===== src/rtl/calc2_pkg.sv =====
// Shared types and constants for the calc2 request/response engines.
// Contents: command and response encodings, the queued request entry, data/tag widths, and a
// logical shift helper used by the execute unit.
package calc2_pkg;

  localparam int unsigned CALC2_DATA_W = 32;
  localparam int unsigned CALC2_TAG_W  = 2;

  typedef enum logic [3:0] {
    NOP = 4'd0,
    ADD = 4'd1,
    SUB = 4'd2,
    SHL = 4'd5,
    SHR = 4'd6
  } cmd_e;

  typedef enum logic [1:0] {
    NONE = 2'd0,
    OK   = 2'd1,
    ERR  = 2'd2
  } resp_e;

  // cmd is kept as raw bits so invalid codes survive the queue and are rejected at execute.
  typedef struct packed {
    logic [3:0]              cmd;
    logic [CALC2_TAG_W-1:0]  tag;
    logic [CALC2_DATA_W-1:0] op1;
    logic [CALC2_DATA_W-1:0] op2;
  } req_entry_t;

  function automatic logic [CALC2_DATA_W-1:0] calc2_shift(input logic [CALC2_DATA_W-1:0] val,
                                                          input logic                    left,
                                                          input logic [4:0]              amt);
    return left ? (val << amt) : (val >> amt);
  endfunction

endpackage


===== src/rtl/calc2_req_fifo.sv =====
// Synchronous FIFO of captured calc2 requests.
// Ports: clk_i/rst_i (synchronous, active-high), push_i/wdata_i write side, pop_i/rdata_o
// read side (rdata_o shows the head combinationally), full_o/empty_o flags, cnt_o occupancy.
// The caller only raises push_i when the write can land, which includes full with pop_i set.
module calc2_req_fifo
  import calc2_pkg::*;
#(
  parameter int unsigned Depth = 4
) (
  input  logic                   clk_i,
  input  logic                   rst_i,
  input  logic                   push_i,
  input  logic                   pop_i,
  input  req_entry_t             wdata_i,
  output req_entry_t             rdata_o,
  output logic                   full_o,
  output logic                   empty_o,
  output logic [$clog2(Depth):0] cnt_o
);

  localparam int unsigned AddrW = $clog2(Depth);
  localparam int unsigned CntW  = AddrW + 1;

  req_entry_t       mem_q [Depth];
  logic [AddrW-1:0] wr_ptr_q, rd_ptr_q;
  logic [CntW-1:0]  cnt_q;

  // Depth is a power of two, so the pointers wrap naturally.
  always_ff @(posedge clk_i) begin
    if (rst_i) begin
      wr_ptr_q <= '0;
      rd_ptr_q <= '0;
      cnt_q    <= '0;
    end else begin
      if (push_i) wr_ptr_q <= wr_ptr_q + AddrW'(1);
      if (pop_i)  rd_ptr_q <= rd_ptr_q + AddrW'(1);
      cnt_q <= cnt_q + CntW'(push_i) - CntW'(pop_i);
    end
  end

  always_ff @(posedge clk_i) begin
    if (push_i) mem_q[wr_ptr_q] <= wdata_i;
  end

  assign rdata_o = mem_q[rd_ptr_q];
  assign full_o  = (cnt_q == CntW'(Depth));
  assign empty_o = (cnt_q == '0);
  assign cnt_o   = cnt_q;

endmodule


===== src/rtl/calc2_port_engine.sv =====
// Single-port calc2 responder: captures two-cycle requests (cmd/tag/op1, then op2), queues them,
// executes add/sub/shl/shr in order and returns one registered response per accepted request.
// Ports: c_clk, reset (synchronous, active-high); req_cmd_in/req_data_in/req_tag_in request
// side; out_resp/out_data/out_tag one-cycle response; busy (queue or execute active);
// overrun (sticky, a request was dropped on a full queue).
module calc2_port_engine
  import calc2_pkg::*;
#(
  parameter int unsigned FIFO_DEPTH = 4,
  parameter int unsigned SHIFT_STEP = 8
) (
  input  logic                    c_clk,
  input  logic                    reset,
  input  logic [3:0]              req_cmd_in,
  input  logic [CALC2_DATA_W-1:0] req_data_in,
  input  logic [CALC2_TAG_W-1:0]  req_tag_in,
  output logic [1:0]              out_resp,
  output logic [CALC2_DATA_W-1:0] out_data,
  output logic [CALC2_TAG_W-1:0]  out_tag,
  output logic                    busy,
  output logic                    overrun
);

  localparam int unsigned CntW = $clog2(FIFO_DEPTH) + 1;
  localparam logic [5:0]  Step = 6'(SHIFT_STEP);

  typedef enum logic {StIdle, StOp2} cap_state_e;
  typedef enum logic {ExIdle, ExShift} ex_state_e;

  cap_state_e              cap_state_q;
  logic [3:0]              cap_cmd_q;
  logic [CALC2_TAG_W-1:0]  cap_tag_q;
  logic [CALC2_DATA_W-1:0] cap_op1_q;

  ex_state_e               ex_state_q;
  logic [CALC2_DATA_W-1:0] sh_val_q;
  logic [4:0]              sh_rem_q;
  logic                    sh_left_q;
  logic [CALC2_TAG_W-1:0]  sh_tag_q;

  resp_e                   out_resp_q;
  logic [CALC2_DATA_W-1:0] out_data_q;
  logic [CALC2_TAG_W-1:0]  out_tag_q;
  logic                    busy_q, overrun_q;

  req_entry_t              new_entry, fifo_head;
  logic                    fifo_full, fifo_empty;
  logic [CntW-1:0]         fifo_cnt, cnt_d;
  logic                    push_req, push_ok, drop, pop;

  logic [4:0]              head_shamt, head_amt, head_rem, sh_amt, sh_rem_next;
  logic                    head_is_shift, head_multi, ex_shift_d, busy_d;
  logic [CALC2_DATA_W:0]   sum;
  resp_e                   head_resp;
  logic [CALC2_DATA_W-1:0] head_data, sh_val_next;

  // Capture FSM: command cycle latches cmd/tag/op1; the following cycle supplies op2.
  always_ff @(posedge c_clk) begin
    if (reset) begin
      cap_state_q <= StIdle;
      cap_cmd_q   <= '0;
      cap_tag_q   <= '0;
      cap_op1_q   <= '0;
    end else begin
      case (cap_state_q)
        StIdle: begin
          if (req_cmd_in != 4'd0) begin
            cap_cmd_q   <= req_cmd_in;
            cap_tag_q   <= req_tag_in;
            cap_op1_q   <= req_data_in;
            cap_state_q <= StOp2;
          end
        end
        StOp2:   cap_state_q <= StIdle;
        default: cap_state_q <= StIdle;
      endcase
    end
  end

  always_comb begin
    new_entry.cmd = cap_cmd_q;
    new_entry.tag = cap_tag_q;
    new_entry.op1 = cap_op1_q;
    new_entry.op2 = req_data_in;
    push_req      = (cap_state_q == StOp2);
    pop           = (ex_state_q == ExIdle) && !fifo_empty;
    // A full queue still takes the push when the head leaves on the same edge.
    push_ok       = push_req && (!fifo_full || pop);
    drop          = push_req && fifo_full && !pop;
  end

  calc2_req_fifo #(
    .Depth(FIFO_DEPTH)
  ) u_req_fifo (
    .clk_i  (c_clk),
    .rst_i  (reset),
    .push_i (push_ok),
    .pop_i  (pop),
    .wdata_i(new_entry),
    .rdata_o(fifo_head),
    .full_o (fifo_full),
    .empty_o(fifo_empty),
    .cnt_o  (fifo_cnt)
  );

  // Head decode: single-cycle results, and the first shift chunk applied on the pop edge.
  always_comb begin
    head_resp     = ERR;
    head_data     = '0;
    sum           = {1'b0, fifo_head.op1} + {1'b0, fifo_head.op2};
    head_shamt    = fifo_head.op2[4:0];
    head_amt      = ({1'b0, head_shamt} > Step) ? Step[4:0] : head_shamt;
    head_rem      = head_shamt - head_amt;
    head_is_shift = (fifo_head.cmd == SHL) || (fifo_head.cmd == SHR);
    head_multi    = head_is_shift && (head_rem != 5'd0);
    case (fifo_head.cmd)
      ADD: begin
        if (!sum[CALC2_DATA_W]) begin
          head_resp = OK;
          head_data = sum[CALC2_DATA_W-1:0];
        end
      end
      SUB: begin
        if (fifo_head.op2 <= fifo_head.op1) begin
          head_resp = OK;
          head_data = fifo_head.op1 - fifo_head.op2;
        end
      end
      SHL, SHR: begin
        head_resp = OK;
        head_data = calc2_shift(fifo_head.op1, fifo_head.cmd == SHL, head_amt);
      end
      default: ;
    endcase
  end

  always_comb begin
    sh_amt      = ({1'b0, sh_rem_q} > Step) ? Step[4:0] : sh_rem_q;
    sh_rem_next = sh_rem_q - sh_amt;
    sh_val_next = calc2_shift(sh_val_q, sh_left_q, sh_amt);
    ex_shift_d  = ((ex_state_q == ExShift) && (sh_rem_next != 5'd0)) || (pop && head_multi);
    cnt_d       = fifo_cnt + CntW'(push_ok) - CntW'(pop);
    busy_d      = (cnt_d != '0) || ex_shift_d;
  end

  // Execute FSM with registered one-cycle response outputs.
  always_ff @(posedge c_clk) begin
    if (reset) begin
      ex_state_q <= ExIdle;
      sh_val_q   <= '0;
      sh_rem_q   <= '0;
      sh_left_q  <= 1'b0;
      sh_tag_q   <= '0;
      out_resp_q <= NONE;
      out_data_q <= '0;
      out_tag_q  <= '0;
      busy_q     <= 1'b0;
      overrun_q  <= 1'b0;
    end else begin
      out_resp_q <= NONE;
      out_data_q <= '0;
      out_tag_q  <= '0;
      busy_q     <= busy_d;
      if (drop) overrun_q <= 1'b1;
      case (ex_state_q)
        ExIdle: begin
          if (pop) begin
            if (head_multi) begin
              ex_state_q <= ExShift;
              sh_val_q   <= head_data;
              sh_rem_q   <= head_rem;
              sh_left_q  <= (fifo_head.cmd == SHL);
              sh_tag_q   <= fifo_head.tag;
            end else begin
              out_resp_q <= head_resp;
              out_data_q <= head_data;
              out_tag_q  <= fifo_head.tag;
            end
          end
        end
        ExShift: begin
          if (sh_rem_next == 5'd0) begin
            ex_state_q <= ExIdle;
            out_resp_q <= OK;
            out_data_q <= sh_val_next;
            out_tag_q  <= sh_tag_q;
          end else begin
            sh_val_q <= sh_val_next;
            sh_rem_q <= sh_rem_next;
          end
        end
        default: ex_state_q <= ExIdle;
      endcase
    end
  end

  assign out_resp = out_resp_q;
  assign out_data = out_data_q;
  assign out_tag  = out_tag_q;
  assign busy     = busy_q;
  assign overrun  = overrun_q;

endmodule


===== config.mk =====
export PLATFORM = sky130hd
export DESIGN_NAME = calc2_port_engine
export DESIGN_NICKNAME = d
export VERILOG_FILES = /design/src/rtl/calc2_pkg.sv /design/src/rtl/calc2_req_fifo.sv /design/src/rtl/calc2_port_engine.sv
export SDC_FILE = /design/constraint.sdc
export NUM_CORES = 1
export LEC_CHECK = 0
export ABC_CLOCK_PERIOD_IN_PS = 6100
export CAP_MARGIN = 15
export CELL_PAD_IN_SITES_DETAIL_PLACEMENT = 1
export CELL_PAD_IN_SITES_GLOBAL_PLACEMENT = 1
export CORE_MARGIN = 2
export CORE_UTILIZATION = 45
export CTS_BUF_LIST = sky130_fd_sc_hd__clkbuf_16
export DETAILED_ROUTE_END_ITERATION = 8
export PLACE_DENSITY_LB_ADDON = 0.1
export REMOVE_ABC_BUFFERS = 1
export SYNTH_ARGS = -nofsm -noshare
export SYNTH_HDL_FRONTEND = slang
export SYNTH_SLANG_ARGS = --single-unit
export TNS_END_PERCENT = 10

===== constraint.sdc =====
create_clock -name c_clk -period 6.1 [get_ports c_clk]
set_input_delay 1.22 -clock c_clk [delete_from_list [all_inputs] [get_ports c_clk]]
set_output_delay 1.22 -clock c_clk [all_outputs]
set_load 0.05 [all_outputs]

Word-level counts from Yosys, hierarchy flattened
Memories as Yosys holds them, arrays and structs flattened. A register that Yosys moved wholly into a read port is not among the register bits.
Cells that the tools add are included.
{"block": "totals", "register_bits": 125, "ramBits": 280, "wordCells": 107, "memories": 1}
{"block": "op_classes", "add_sub_neg": 8, "magnitude_cmp": 3, "n_eq_ne": 8, "n_shift": 4, "mux": 40, "bitwise_logic": 2, "n_reduce_logical": 24}
{"memory": "u_req_fifo.mem_q", "depth": 4, "width": 70, "read_ports": 1, "rd_ports_with_merged_regs": 1, "write_ports": 1, "line_no": "calc2_req_fifo.sv:24", "source": "req_entry_t mem_q [Depth];"}
{"op": "$mux W32", "n": 10}
{"op": "$pmux W32 S2", "n": 2}
{"op": "$pmux W32 S3", "n": 1}
{"op": "$shl A32 B5 Y32", "n": 2}
{"op": "$shr A32 B5 Y32", "n": 2}
{"op": "$add A32 B32 Y33", "n": 1}
{"op": "$le A32 B32 Y1", "n": 1}
{"op": "$sub A32 B32 Y32", "n": 1}
{"op": "$mux W5", "n": 5}
{"op": "$mux W2", "n": 9}
{"op": "$gt A5 B4 Y1 const B", "n": 2}
{"op": "$pmux W5 S2", "n": 1}
{"op": "$reduce_bool A5 Y1", "n": 2}
{"op": "$sub A5 B5 Y5", "n": 2}
{"op": "$eq A4 B3 Y1 const B", "n": 2}
{"op": "$pmux W2 S2", "n": 2}
{"op": "$logic_and A1 B1 Y1", "n": 7}
{"op": "$mux W1", "n": 7}
{"op": "$ne A2 B2 Y1 const B", "n": 3}
{"op": "$pmux W2 S3", "n": 1}
{"op": "$reduce_and A3 Y1", "n": 2}
{"op": "$logic_not A5 Y1", "n": 1}
{"op": "$add A2 B1 Y2 const B", "n": 2}
{"op": "$eq A4 B1 Y1 const B", "n": 1}
{"op": "other kinds (13)", "n": 20}

Depth between registers and ports, before layout
{"block": "logic_depth", "depth_word": 9, "mapped_depth": 22, "ltp_nobuf": 15}

Cells and area by module
From an unflattened synthesis, not the netlist that was laid out.
{"block": "hier_totals", "cells_unflattened": 2303, "hier_area_um2": 24508.5}
{"module": "calc2_port_engine", "n_inst": 1, "cells_each": 1895, "area_per_inst_um2": 13897.1, "seq_area_each_um2": 2362.3}
{"module": "calc2_req_fifo", "n_inst": 1, "cells_each": 408, "area_per_inst_um2": 10611.4, "seq_area_each_um2": 8588.2}

Worst setup path after synthesis
Ideal clock, no wire load.
{"block": "synth_timing", "path_kind": "reg2reg", "from": "reg with a tool-made name", "to": "reg out_data_q[27] (netlist: out_data[27])", "setup_time_ns": 0.142, "t_arrival_ns": 5.561, "t_required_ns": 5.958, "path_slack_ns": 0.396, "stages_incl_launch_ff": 20, "period_less_slack_ns": 5.704, "cell_sequence": "dfxtp_1 buf_6 buf_2 buf_4 buf_2 buf_2 buf_1 mux4_2 inv_1 ha_1 clkbuf_1 or4_1 or4b_2 a41oi_1 o31ai_1 a21boi_0 o22a_1 a21oi_1 a2111oi_1 o22ai_1"}
{"element": "end signal: assignment", "line_no": "calc2_port_engine.sv:176", "source": "out_data_q <= head_data;"}
{"element": "end signal: assignment", "line_no": "calc2_port_engine.sv:185", "source": "out_data_q <= sh_val_next;"}
{"element": "end: declaration", "line_no": "calc2_port_engine.sv:42", "source": "logic [CALC2_DATA_W-1:0] out_data_q;"}

==> reports/results.tsv <==
metric	value	unit
Post-synth EDFFs	280	
total grt overflow	0	
outcome	finished, final reports clean	
# H-tree levels	2	
Max clock buf depth	3	
antenna-violating nets left	0	
minimum clock period	5.850	ns
tightest hold margin	0.4655	ns
Rows	84	
Yosys cell types	88	
crit-path max FO	29	
leak pwr	0.009971	µW
Area growth, synth to finish	12.13	%
post-CTS setup buffer count	0	
hold_buf cts	0	
Commonest cells post-synth	edfxtp_1 (280), nand2_1 (200), nor2_1 (199)	
Max-cap violations	0	
worst skew pair latency	0.58	ns
DR pass1 iterations	5	
Overall Power	16130	µW
PortBufs	77	
first-pass GRT wire length	129.9	mm
Max Slew Vio Count	0	
clock share of power	16.5	%
Die Area	55000	µm²
fillers	5643	
simple logic cell fraction of the synthesized area	11.78	%
Chip Width	234.5	µm
most frequent cell after synthesis	edfxtp_1	
Crit. End Element	flip-flop	
final hold violations	0	
Global Route Usage Sum	31.62	%
Final nets	2444	
switching fraction of total power	49.77	%
Synth Register Bits	407	
Comb power frac	61.7	%
mean post-synth cell area	10.35	µm²
Ports	78	
CTS clk-pin slew, worst paths	0.06	ns
clk root buf	clkbuf_16	
Main synth FF type	edfxtp_1	
layout cells sized above 1	10.66	%
DRC	0	
share of the synthesized area in the top cell type	35.16	%
per-cell routed wire length	28.55	µm
P_sw	8026	µW
Final period util	95.90	%
Post-Synth XOR/XNOR Area	0.1831	%
complex-gate fraction of the synthesized area	18.95	%
Crit path arrival time	6.26	ns
Hold Startpoint	sh_tag_q[0]	
PD cells	601.5	nW/µm²
number of gates resized after cts	0	
cell accounting for the most synthesized area	edfxtp_1	
largest net degree at the start of global routing	58	
DR vias/cell	6.432	
ys async rst share	0	%
hold crit path type	reg -> reg	
initial antenna violation count	1	
maximum VDD drop	313.4	µV
mux cell area share after synthesis	14.92	%
register area share after synthesis	45.80	%
Worst Max-Slew Pin Slew	1.142	ns
Vias	19630	
WS Path Type	reg -> reg	
synthesized area	23910	µm²
placer congestion estimate	0.9631	
YS warnings	0	
dpl hpwl	63.49	mm
Post-Syn Instances	2311	
sequential share of power	21.7	%
core area	52550	µm²
Setup Skew	0.01734	ns
combinational family with the most area after synthesis	compound AO/OA/AOI/OAI gates	
required time worst endpoint	6.51	ns
drt total wl	87.12	mm
RSZ-0062 raised after global routing	yes	
CP Launch Type	flip-flop	
CTS tree	yes	
DIE HEIGHT	234.5	µm
CTS sink count	407	
final setup violation count	0	
vias in the first global route	19967	
setup_tns	0	ns
Slew headroom	23.88	%
max frequency	0.1709	GHz
Initial Utilization	45.50	%
CTS buffer count	44	
1st-iter DRT viols	1617	
Synth Area in Adders	4.019	%
P_int	8100	µW
Area contributors post-synth	edfxtp_1 (35%), dfxtp_1 (11%), mux4_2 (7.3%), mux2i_1 (7.2%), ha_1 (3.8%)	
-- area by class of cell --
type                    instances  area (µm²)  area share, %
repair buffers                135        1251          4.667
well taps                     688       860.8          3.211
inverters                      86       322.8          1.204
multi-input cells            1655       11980          44.66
clock inverters                34       290.3          1.083
flip-flops and latches        407       10960          40.87
diodes                          1       2.502       0.009333
clock buffers                  46        1151          4.293
-- per-stage QoR --
| step | util [%] | setup WS (ns) | cell area [µm²] | std cells |
|---|---|---|---|---|
| 2_1_floorplan | - | -3.097 | 23200 | 2148 |
| 3_3_place_gp | 48.27 | 0.2983 | 25370 | 2971 |
| 3_5_place_dp | 48.27 | 0.2971 | 25370 | 2971 |
| 4_1_cts | 51.02 | 0.2616 | 26810 | 3051 |
| 5_1_grt | 51.02 | -0.01749 | 26810 | 3051 |
| 6_report | 51.02 | 0.2500 | 26810 | 3052 |
-- layout by cell type, fill, tap and decap left out, types with 29 or more instances in the layout --
master,count
edfxtp_1,280
nand2_1,198
nor2_1,194
mux2i_1,172
o21ai_0,169
a21oi_1,161
dfxtp_1,125
inv_1,94
mux4_2,78
clkdlybuf4s50_1,76
ha_1,72
buf_4,54
nor3_1,51
nand2b_1,48
clkbuf_16,46
o22ai_1,40
a211oi_1,35
o211ai_1,34
nand3_1,32
a31oi_1,29
-- critical path: stages (launching register included) --
cell       delay [ns]
dfxtp_4          0.52
buf_12           0.26
buf_4            0.26
mux4_2           0.60
ha_1             0.50
or4_1            0.65
or4b_2           0.67
a41oi_1          0.27
o31ai_1          0.19
a21boi_0         0.33
o22a_1           0.18
a21oi_1          0.09
a2111oi_1        0.81
buf_4            0.25
a211oi_1         0.07
-- cell families after synthesis --
logic type                 Yosys count
AOI/OAI and AO/OA                  694
xor gates and xnor gates             5
adders and majority gates           75
buffers and inverters              250
DFF                                407
muxes                              258
other                                1
and+or+nand+nor                    621
-- routing by layer --
layer  GRT usage (%)  wire, µm
met1           44.35     38930
met2           51.87     41550
met5               0         0
met3           3.500      4339
met4           9.080      2310
-- power groups by stage --
stage          Sequential, µW  Clock, µW  Combinational, µW
4_1_cts                  3500       2710               9770
3_3_place_gp             3540          0               9640
3_5_place_dp             3560          0               9720
6_report                 3510       2660               9960
5_1_grt                  3530       2800              10700
2_1_floorplan            3830          0               6020
-- state kept, by name (all words and copies together) (netlist names), 2 cells and up, named ones only --
register	flops
u_req_fifo.cnt_o	3
cap_cmd_q	4
sh_val_q	32
sh_rem_q	5
out_resp	2
cap_tag_q	2
cap_op1_q	32
out_data	32
u_req_fifo.rd_ptr_q	2
sh_tag_q	2
u_req_fifo.wr_ptr_q	2
u_req_fifo.mem_q	280
out_tag	2
-- final timing paths --
path                                endpoint  slack [ns]  cells past startpoint
worst max-delay path            sh_val_q[27]        0.25                     14
worst min-delay path             sh_tag_q[0]        0.47                      2
worst min register to register   sh_tag_q[0]        0.47                      2
worst max register to register  sh_val_q[27]        0.25                     14
Note: power is estimated with default switching activity, not from simulation.
